===== src/rtl/dice_roll_engine.sv =====
// Multi-die roll engine: rejection-samples random bytes into die faces,
// emits each face, then a combined result (sum / highest / lowest).
module dice_roll_engine #(
  parameter int RAND_W   = 8,
  parameter int MAX_DICE = 8,
  parameter int SUM_W    = 8,
  localparam int CNT_W   = $clog2(MAX_DICE + 1),
  localparam int IDX_W   = $clog2(MAX_DICE)
) (
  input  logic              i_clk,
  input  logic              i_reset_n,
  input  logic              i_start,
  input  logic [2:0]        i_dieSel,
  input  logic [CNT_W-1:0]  i_count,
  input  logic [1:0]        i_mode,
  input  logic              i_randValid,
  input  logic [RAND_W-1:0] i_randomData,
  output logic              o_randReady,
  output logic              o_busy,
  output logic              o_rollValid,
  output logic [4:0]        o_dieRoll,
  output logic [IDX_W-1:0]  o_dieIndex,
  output logic              o_sumValid,
  output logic [SUM_W-1:0]  o_sum,
  output logic [7:0]        o_rejectCount,
  output logic              o_error
);

  typedef enum logic [1:0] {IDLE, FETCH, EMIT, DONE} state_t;

  localparam int unsigned SPAN = 2 ** RAND_W;

  state_t             state, state_next;
  logic [2:0]         sel_q;
  logic [CNT_W-1:0]   count_q;
  logic [1:0]         mode_q;
  logic [IDX_W-1:0]   idx_q;
  logic [SUM_W-1:0]   acc_q, acc_next;
  logic [4:0]         roll_q;
  logic [IDX_W-1:0]   roll_idx_q;
  logic [SUM_W-1:0]   sum_q;
  logic [7:0]         reject_q;
  logic               error_q;
  logic               cfg_ok, accept, last_die;
  logic [SUM_W-1:0]   face_w;

  // Largest multiple of the side count that fits in the sample range.
  function automatic logic [RAND_W:0] limit_of(input logic [2:0] sel);
    case (sel)
      3'd0:    return (RAND_W+1)'((SPAN / 4)  * 4);
      3'd1:    return (RAND_W+1)'((SPAN / 6)  * 6);
      3'd2:    return (RAND_W+1)'((SPAN / 8)  * 8);
      3'd3:    return (RAND_W+1)'((SPAN / 10) * 10);
      3'd4:    return (RAND_W+1)'((SPAN / 12) * 12);
      default: return (RAND_W+1)'((SPAN / 20) * 20);
    endcase
  endfunction

  // Constant-modulus face mapping, 1-based.
  function automatic logic [4:0] face_of(input logic [2:0] sel, input logic [RAND_W-1:0] r);
    logic [4:0] f;
    case (sel)
      3'd0:    f = 5'(r % 4);
      3'd1:    f = 5'(r % 6);
      3'd2:    f = 5'(r % 8);
      3'd3:    f = 5'(r % 10);
      3'd4:    f = 5'(r % 12);
      default: f = 5'(r % 20);
    endcase
    return f + 5'd1;
  endfunction

  assign cfg_ok   = (i_dieSel < 3'd6) && (i_count != '0) &&
                    (i_count <= CNT_W'(MAX_DICE)) && (i_mode != 2'b11);
  assign accept   = (state == FETCH) && i_randValid &&
                    ({1'b0, i_randomData} < limit_of(sel_q));
  assign last_die = (CNT_W'(idx_q) + CNT_W'(1)) == count_q;
  assign face_w   = SUM_W'(roll_q);

  // Combine the face being emitted into the running result.
  always_comb begin
    acc_next = acc_q;
    case (mode_q)
      2'b00:   acc_next = acc_q + face_w;
      2'b01:   acc_next = (idx_q == '0 || face_w > acc_q) ? face_w : acc_q;
      default: acc_next = (idx_q == '0 || face_w < acc_q) ? face_w : acc_q;
    endcase
  end

  // Next-state logic.
  always_comb begin
    state_next = state;
    case (state)
      IDLE:    if (i_start && cfg_ok) state_next = FETCH;
      FETCH:   if (accept) state_next = EMIT;
      EMIT:    state_next = last_die ? DONE : FETCH;
      default: state_next = IDLE;
    endcase
  end

  // State register and roll datapath.
  always_ff @(posedge i_clk) begin
    if (!i_reset_n) begin
      state      <= IDLE;
      sel_q      <= '0;
      count_q    <= '0;
      mode_q     <= '0;
      idx_q      <= '0;
      acc_q      <= '0;
      roll_q     <= '0;
      roll_idx_q <= '0;
      sum_q      <= '0;
      reject_q   <= '0;
      error_q    <= 1'b0;
    end else begin
      state   <= state_next;
      error_q <= 1'b0;
      case (state)
        IDLE: begin
          if (i_start) begin
            if (cfg_ok) begin
              sel_q    <= i_dieSel;
              count_q  <= i_count;
              mode_q   <= i_mode;
              acc_q    <= '0;
              idx_q    <= '0;
              reject_q <= '0;
              sum_q    <= '0;
            end else begin
              error_q <= 1'b1;
            end
          end
        end
        FETCH: begin
          if (accept) begin
            roll_q     <= face_of(sel_q, i_randomData);
            roll_idx_q <= idx_q;
          end else if (i_randValid && reject_q != '1) begin
            reject_q <= reject_q + 8'd1;
          end
        end
        EMIT: begin
          acc_q <= acc_next;
          if (last_die) sum_q <= acc_next;
          else          idx_q <= idx_q + IDX_W'(1);
        end
        default: ;
      endcase
    end
  end

  assign o_randReady   = (state == FETCH);
  assign o_busy        = (state != IDLE);
  assign o_rollValid   = (state == EMIT);
  assign o_sumValid    = (state == DONE);
  assign o_dieRoll     = roll_q;
  assign o_dieIndex    = roll_idx_q;
  assign o_sum         = sum_q;
  assign o_rejectCount = reject_q;
  assign o_error       = error_q;

endmodule


===== config.mk =====
export PLATFORM = sky130hd
export DESIGN_NAME = dice_roll_engine
export DESIGN_NICKNAME = d
export VERILOG_FILES = /design/src/rtl/dice_roll_engine.sv
export SDC_FILE = /design/constraint.sdc
export NUM_CORES = 1
export LEC_CHECK = 0
export BUFFER_PORTS_ARGS = -buffer_cell sky130_fd_sc_hd__buf_4
export CORE_MARGIN = 1
export CORE_UTILIZATION = 40
export DETAILED_ROUTE_END_ITERATION = 7
export SLEW_MARGIN = 20
export SYNTH_ARGS = -nofsm -noshare
export SYNTH_HDL_FRONTEND = slang
export SYNTH_SLANG_ARGS = --single-unit

===== constraint.sdc =====
create_clock -name i_clk -period 19.9 [get_ports i_clk]
set_input_delay 0 -clock i_clk [delete_from_list [all_inputs] [get_ports i_clk]]
set_output_delay 0 -clock i_clk [all_outputs]
set_load 0.005 [all_outputs]

---- Word level (Yosys, flattened, before mapping) ----
Cells that the tools add are included.
word-level totals
  logic and storage cells ................. 96
  register bits ........................... 47
  output and inout port bits .............. 29
  input port bits ......................... 21
operators by class
  div/mod/pow operators ................... 4
  mux-type cells .......................... 25
  $lt $le $gt $ge ......................... 5
  $add $sub $neg .......................... 5
  eq/ne operators ......................... 19
  reductions and logical operators ........ 27
operator list
  kind                                                                     number
  8-bit by 4-bit modulo with 32-bit output, second input constant          2
  8-bit case mux with 2 select lines                                       4
  8-bit 2-to-1 mux                                                         7
  8-bit by 3-bit modulo with 32-bit output, second input constant          1
  8-bit by 5-bit modulo with 32-bit output, second input constant          1
  9-bit case mux with 3 select lines                                       1
  5-bit case mux with 5 select lines                                       1
  5-bit 2-to-1 mux                                                         3
  2-bit inequality test, second input constant                             6
  8-bit by 9-bit less-than comparator with 1-bit output                    1
  3-bit 2-to-1 mux                                                         3
  3-bit AND reduction                                                      3
  8-bit by 1-bit adder with 8-bit output, second input constant            1
  8-bit by 5-bit adder with 8-bit output                                   1
  5-bit by 8-bit > comparator with 1-bit output                            1
  5-bit by 8-bit less-than comparator with 1-bit output                    1
  8-bit inequality test, second input constant                             1
  4-bit AND reduction                                                      2
  1-bit logical AND                                                        7
  3-bit by 2-bit == test with 1-bit output, second input constant          2
  3-bit logical NOT                                                        2
  2-bit 2-to-1 mux                                                         3
  2-bit by 1-bit inequality test with 1-bit output, second input constant  3
  2-bit case mux with 3 select lines                                       1
  other kinds (19)                                                         27

---- Longest topological paths before layout ----
  depth in word-level cells ............... 9
  mapped depth ............................ 46
  gate-level depth less buffers ........... 44

---- Least setup slack after synthesis ----
No wires, ideal clock.
  path type ............................... reg2reg
  start ................................... reg sel_q[2]
  end ..................................... reg roll_q[4], in the netlist o_dieRoll[4]
  stages on the path, launching flop included .. 43
  data arrival time ....................... 9.338 ns
  path slack .............................. 10.440 ns
  clock period less this slack ............ 9.460 ns
  required time ........................... 19.778 ns
  cell sequence ........................... dfxtp_1 -> buf_6 -> nand2b_4 -> nor2_1 -> ha_1 -> or4b_4 -> a21oi_2 -> nor2_1 -> ha_1 -> o211ai_1 -> nand2_1 -> nor4b_1 -> or2_2 -> ha_1 -> and4b_1 -> a41o_1 -> or2_2 -> o21a_1 -> (+7 left out) -> o21a_1 -> o21a_1 -> o21a_1 -> or2_2 -> a21o_1 -> a21oi_1 -> ha_1 -> nor2b_1 -> o21ai_0 -> nand2b_1 -> a41o_1 -> a221oi_2 -> o31ai_4 -> o21ai_1 -> mux2i_1 -> ha_1 -> a211oi_1 -> o311a_1
between the ends
  longest elaborated chain between the ends .. 6
  elaborated cells between the ends (all ways) .. 16
ends and longest elaborated chain
  element                                                                                    line     RTL
  start: declaration                                                                         34       logic [2:0] sel_q;
  start signal: assignment                                                                   122      sel_q <= i_dieSel;
  3-bit == test (tied with other cells)                                                      49, 62
  5-bit case mux with 5 select lines or 2-bit OR reduction (tied branches)                   --
  5-bit 2-to-1 mux or 9-bit case mux with 3 select lines (tied branches)                     135, 49
  5-bit 2-to-1 mux or 8-bit by 9-bit less-than comparator with 1-bit output (tied branches)  118, 76
  5-bit 2-to-1 mux or 1-bit logical AND (tied branches)                                      103, 75
  5-bit by 1-bit adder with 5-bit output or 2-bit AND reduction (tied branches)              --
  end signal: assignment                                                                     136      roll_q <= face_of(sel_q, i_randomData);
  end: declaration                                                                           39       logic [4:0] roll_q;
Parallel ways exist; a longest one is shown, timed or not. The select of a mux whose other input is x is not followed.
A chain may end at the register's enable or synchronous reset.

---- Worst setup path in the final report ----
  start ................................... reg sel_q[0]
  end ..................................... reg roll_q[4], in the netlist o_dieRoll[4]
Same word-level chain as after synthesis.

==> impl_metrics.json <==
{
  "status": "finished, final reports clean",
  "period_share_pct": 54.0,
  "cp_slowest_cell": "dfxtp_1",
  "worstMarginPinSlew_ps": 754,
  "min_path_type": "input pin to flip-flop",
  "grt_antenna_before_repair": 0,
  "critPathLaunchType": "flip-flop",
  "grt_max_degree": 36,
  "start_util_pct": 41.3,
  "grt_pass1_vias": 3277,
  "slew_headroom_pct": 49.4,
  "cts.clk_slew.worst_paths_ps": 90,
  "critical_path.most_common_cell": "ha_1",
  "cts-root-buf": "clkbuf_8",
  "wl_met1_um": 4810,
  "drive_gt1_share_pct": 16.0,
  "synth_top_area_share_pct": 24.5,
  "p_per_area_mw_per_mm2": 68.8,
  "cpPeakStageDelay_ps": 560,
  "fp.dieH_um": 99.9,
  "path_depth": 40,
  "synth-seq-area-share_pct": 24.5,
  "core_mm2": 0.00928,
  "vias": 3406,
  "first_iter_violations": 132,
  "io-pin-count": 50,
  "fmax_ghz": 0.0930,
  "r2r-start": "sel_q[0]$_SDFFE_PN0P_",
  "ys_top_cells_by_count": "71 x nor2_1, 47 x dfxtp_1, 41 x ha_1, 33 x a21oi_1",
  "async_flop_share_pct": 0,
  "timing.rr.end": "o_dieRoll[4]$_SDFFE_PN0P_",
  "drc": 0,
  "dr_wl_met3_um": 290,
  "synth.area.top_cells": "dfxtp_1 25%, ha_1 13%, mux2i_1 7.6%",
  "yosysTopAreaCell": "dfxtp_1",
  "min_period_ps": 10750,
  "synth-edff-count": 0,
  "required_ps": 20100,
  "synth_cell_types": 71,
  "rows": 35,
  "vdd_drop_max_mv": 0.0357,
  "cts_buffer_depth": 2,
  "maxCapViolCount": 0,
  "leakagePower_nw": 2.03,
  "critPathLaunch": "sel_q[0]$_SDFFE_PN0P_",
  "syn_inst": 472,
  "path_buf_inv": 0,
  "grt_usage_pct": 19.5,
  "ys_ff_latch": 47,
  "grt_first_pass_wirelength_um": 15700,
  "cts_num_sinks": 47,
  "route.met2.wl_um": 4140,
  "dp_hpwl_um": 7180,
  "globalplace.congestion": 0.903,
  "hold_viol": 0,
  "final_nets": 581,
  "top_layer_used": "met4",
  "worst_setup_path_end_kind": "flip-flop",
  "crit_end": "o_dieRoll[4]$_SDFFE_PN0P_",
  "tns_ps": 0,
  "rsz0062_at_grt": "no",
  "ant_nets": 0,
  "setup_viol": 0,
  "rr_worst_depth": 40,
  "critPathKind": "flip-flop to flip-flop",
  "cts_setup_buffers": 0,
  "port_buffers": 49,
  "area_growth_pct": 16.6,
  "cp_data_arrival_time_ps": 10950,
  "cts_tree": "yes",
  "rrSetupSlack_ps": 9150,
  "clock_latency_ps": 310,
  "cp_max_fo": 10,
  "fillers": 947,
  "finClkSkew_ps": 12.1,
  "dr.pass1.iters": 4,
  "synthesis.nets": 535,
  "n_antenna_cell": 0,
  "drv_slew": 0,
  "routedWlPerCell_um": 14.5,
  "vias_per_cell": 5.26,
  "synth.avg_cell_area_um2": 8.12,
  "synth_flop_cell": "dfxtp_1",
  "syn_area_mm2": 0.00383,
  "critical_path.top_delay_family": "compound AO/OA/AOI/OAI gates",
  "overflow": 0,
  "die_area_mm2": 0.00998,
  "yosysMostFrequentCell": "nor2_1",
  "die_w_um": 99.9,
  "cts-htree-levels": 2,
  "stdcell_area_mm2": 0.00447,
  "wirelength_um": 9410,
  "ys_warn_count": 0,
  "numCtsBuffers": 5,
  "placed_area_mm2": 0.00426
}
[worst min-delay path, cell delays in order]
cell and delay (ps):
buf_4 100, ha_1 130, mux2i_1 60, nor2_1 70
[per-stage QoR]
| stage | setup slack, ps | total power [mW] | cells | utilization (%) | hold slack [ps] |
|---|---|---|---|---|---|
| final | 9150 | 0.308 | 648 | 48.2 | 101 |
| after global routing | 8470 | 0.327 | 648 | 48.2 | 104 |
| after CTS | 9210 | 0.309 | 648 | 48.1 | 97.6 |
| after detailed placement | 9230 | 0.246 | 628 | 45.9 | 248 |
| after global placement | 9610 | 0.244 | 628 | 45.9 | 241 |
| after floorplan | 10440 | 0.220 | 472 | - | 126 |
[metal layers]
metal / vias to the layer above / global-route usage (%)
li1: 1775 / -
met2: 73 / 32.1
met5: - / 0
met3: 10 / 2.92
met4: 0 / 5.32
met1: 1548 / 26.6
[cell usage in the layout, fill, tap and decap left out, types with 5 or more instances in the layout]
| master | instances |
|---|---|
| clkbuf_8 | 5 |
| nor3_1 | 10 |
| a21oi_1 | 33 |
| a211oi_1 | 5 |
| o211ai_1 | 8 |
| ha_1 | 41 |
| mux2i_1 | 29 |
| nor2_1 | 71 |
| dlygate4sd3_1 | 12 |
| nand2_1 | 29 |
| inv_1 | 23 |
| nand2b_1 | 7 |
| buf_4 | 50 |
| a21o_1 | 7 |
| mux2_2 | 5 |
| o21ai_0 | 16 |
| o21a_1 | 9 |
| nand3_1 | 12 |
| xor2_1 | 14 |
| xnor2_1 | 9 |
| dfxtp_1 | 47 |
[power by group]
| part | internal (mW) | switching, mW |
|---|---|---|
| clock | 0.0248 | 0.0354 |
| sequential | 0.0957 | 0.00285 |
| combinational | 0.0699 | 0.0790 |
| total | 0.190 | 0.117 |
[how the worst min path moves through the flow]
stage	end	depth (start not counted)	from
detailed placement	count_q[2]$_SDFFE_PN0P_	3	i_count[2]
CTS	o_dieRoll[1]$_SDFFE_PN0P_	4	i_randomData[0]
global route	o_dieRoll[1]$_SDFFE_PN0P_	4	i_randomData[0]
global placement	count_q[2]$_SDFFE_PN0P_	3	i_count[2]
floorplan	o_error$_SDFF_PN0_	2	i_start
finish	o_dieRoll[1]$_SDFFE_PN0P_	4	i_randomData[0]
[cell families after synthesis]
logic type,count (synthesis),share of synthesized area (%)
and+or+nand+nor,165,21.0
AOI/OAI and AO/OA,112,20.3
buffers and inverters,47,5.19
DFF,47,24.5
adders and majority gates,42,13.9
muxes,36,9.79
xor gates and xnor gates,23,5.25
[registers in the layout (all words and copies together), names as in the netlist]
name / count
idx_q: 3
o_dieRoll: 5
o_sum: 8
o_error: 1
o_dieIndex: 3
acc_q: 8
mode_q: 2
sel_q: 3
o_rejectCount: 8
count_q: 4
state: 2
[repair_timing]
| item | in CTS | in global routing |
|---|---|---|
| gates resized for setup | 0 | 0 |
| hold endpoints to repair | 16 | 0 |
| hold buffers | 12 | 0 |
[layout make-up]
| cell class | instances | area, um^2 | share of cell area [%] |
|---|---|---|---|
| tap | 129 | 161 | 3.61 |
| inverter | 24 | 90.1 | 2.01 |
| sequential | 47 | 941 | 21.0 |
| timing repair buffer | 62 | 495 | 11.1 |
| multi-input combinational | 378 | 2700 | 60.3 |
| clock buffer | 5 | 68.8 | 1.54 |
| clock inverter | 3 | 18.8 | 0.420 |
Power figures use the tool's default switching activity.
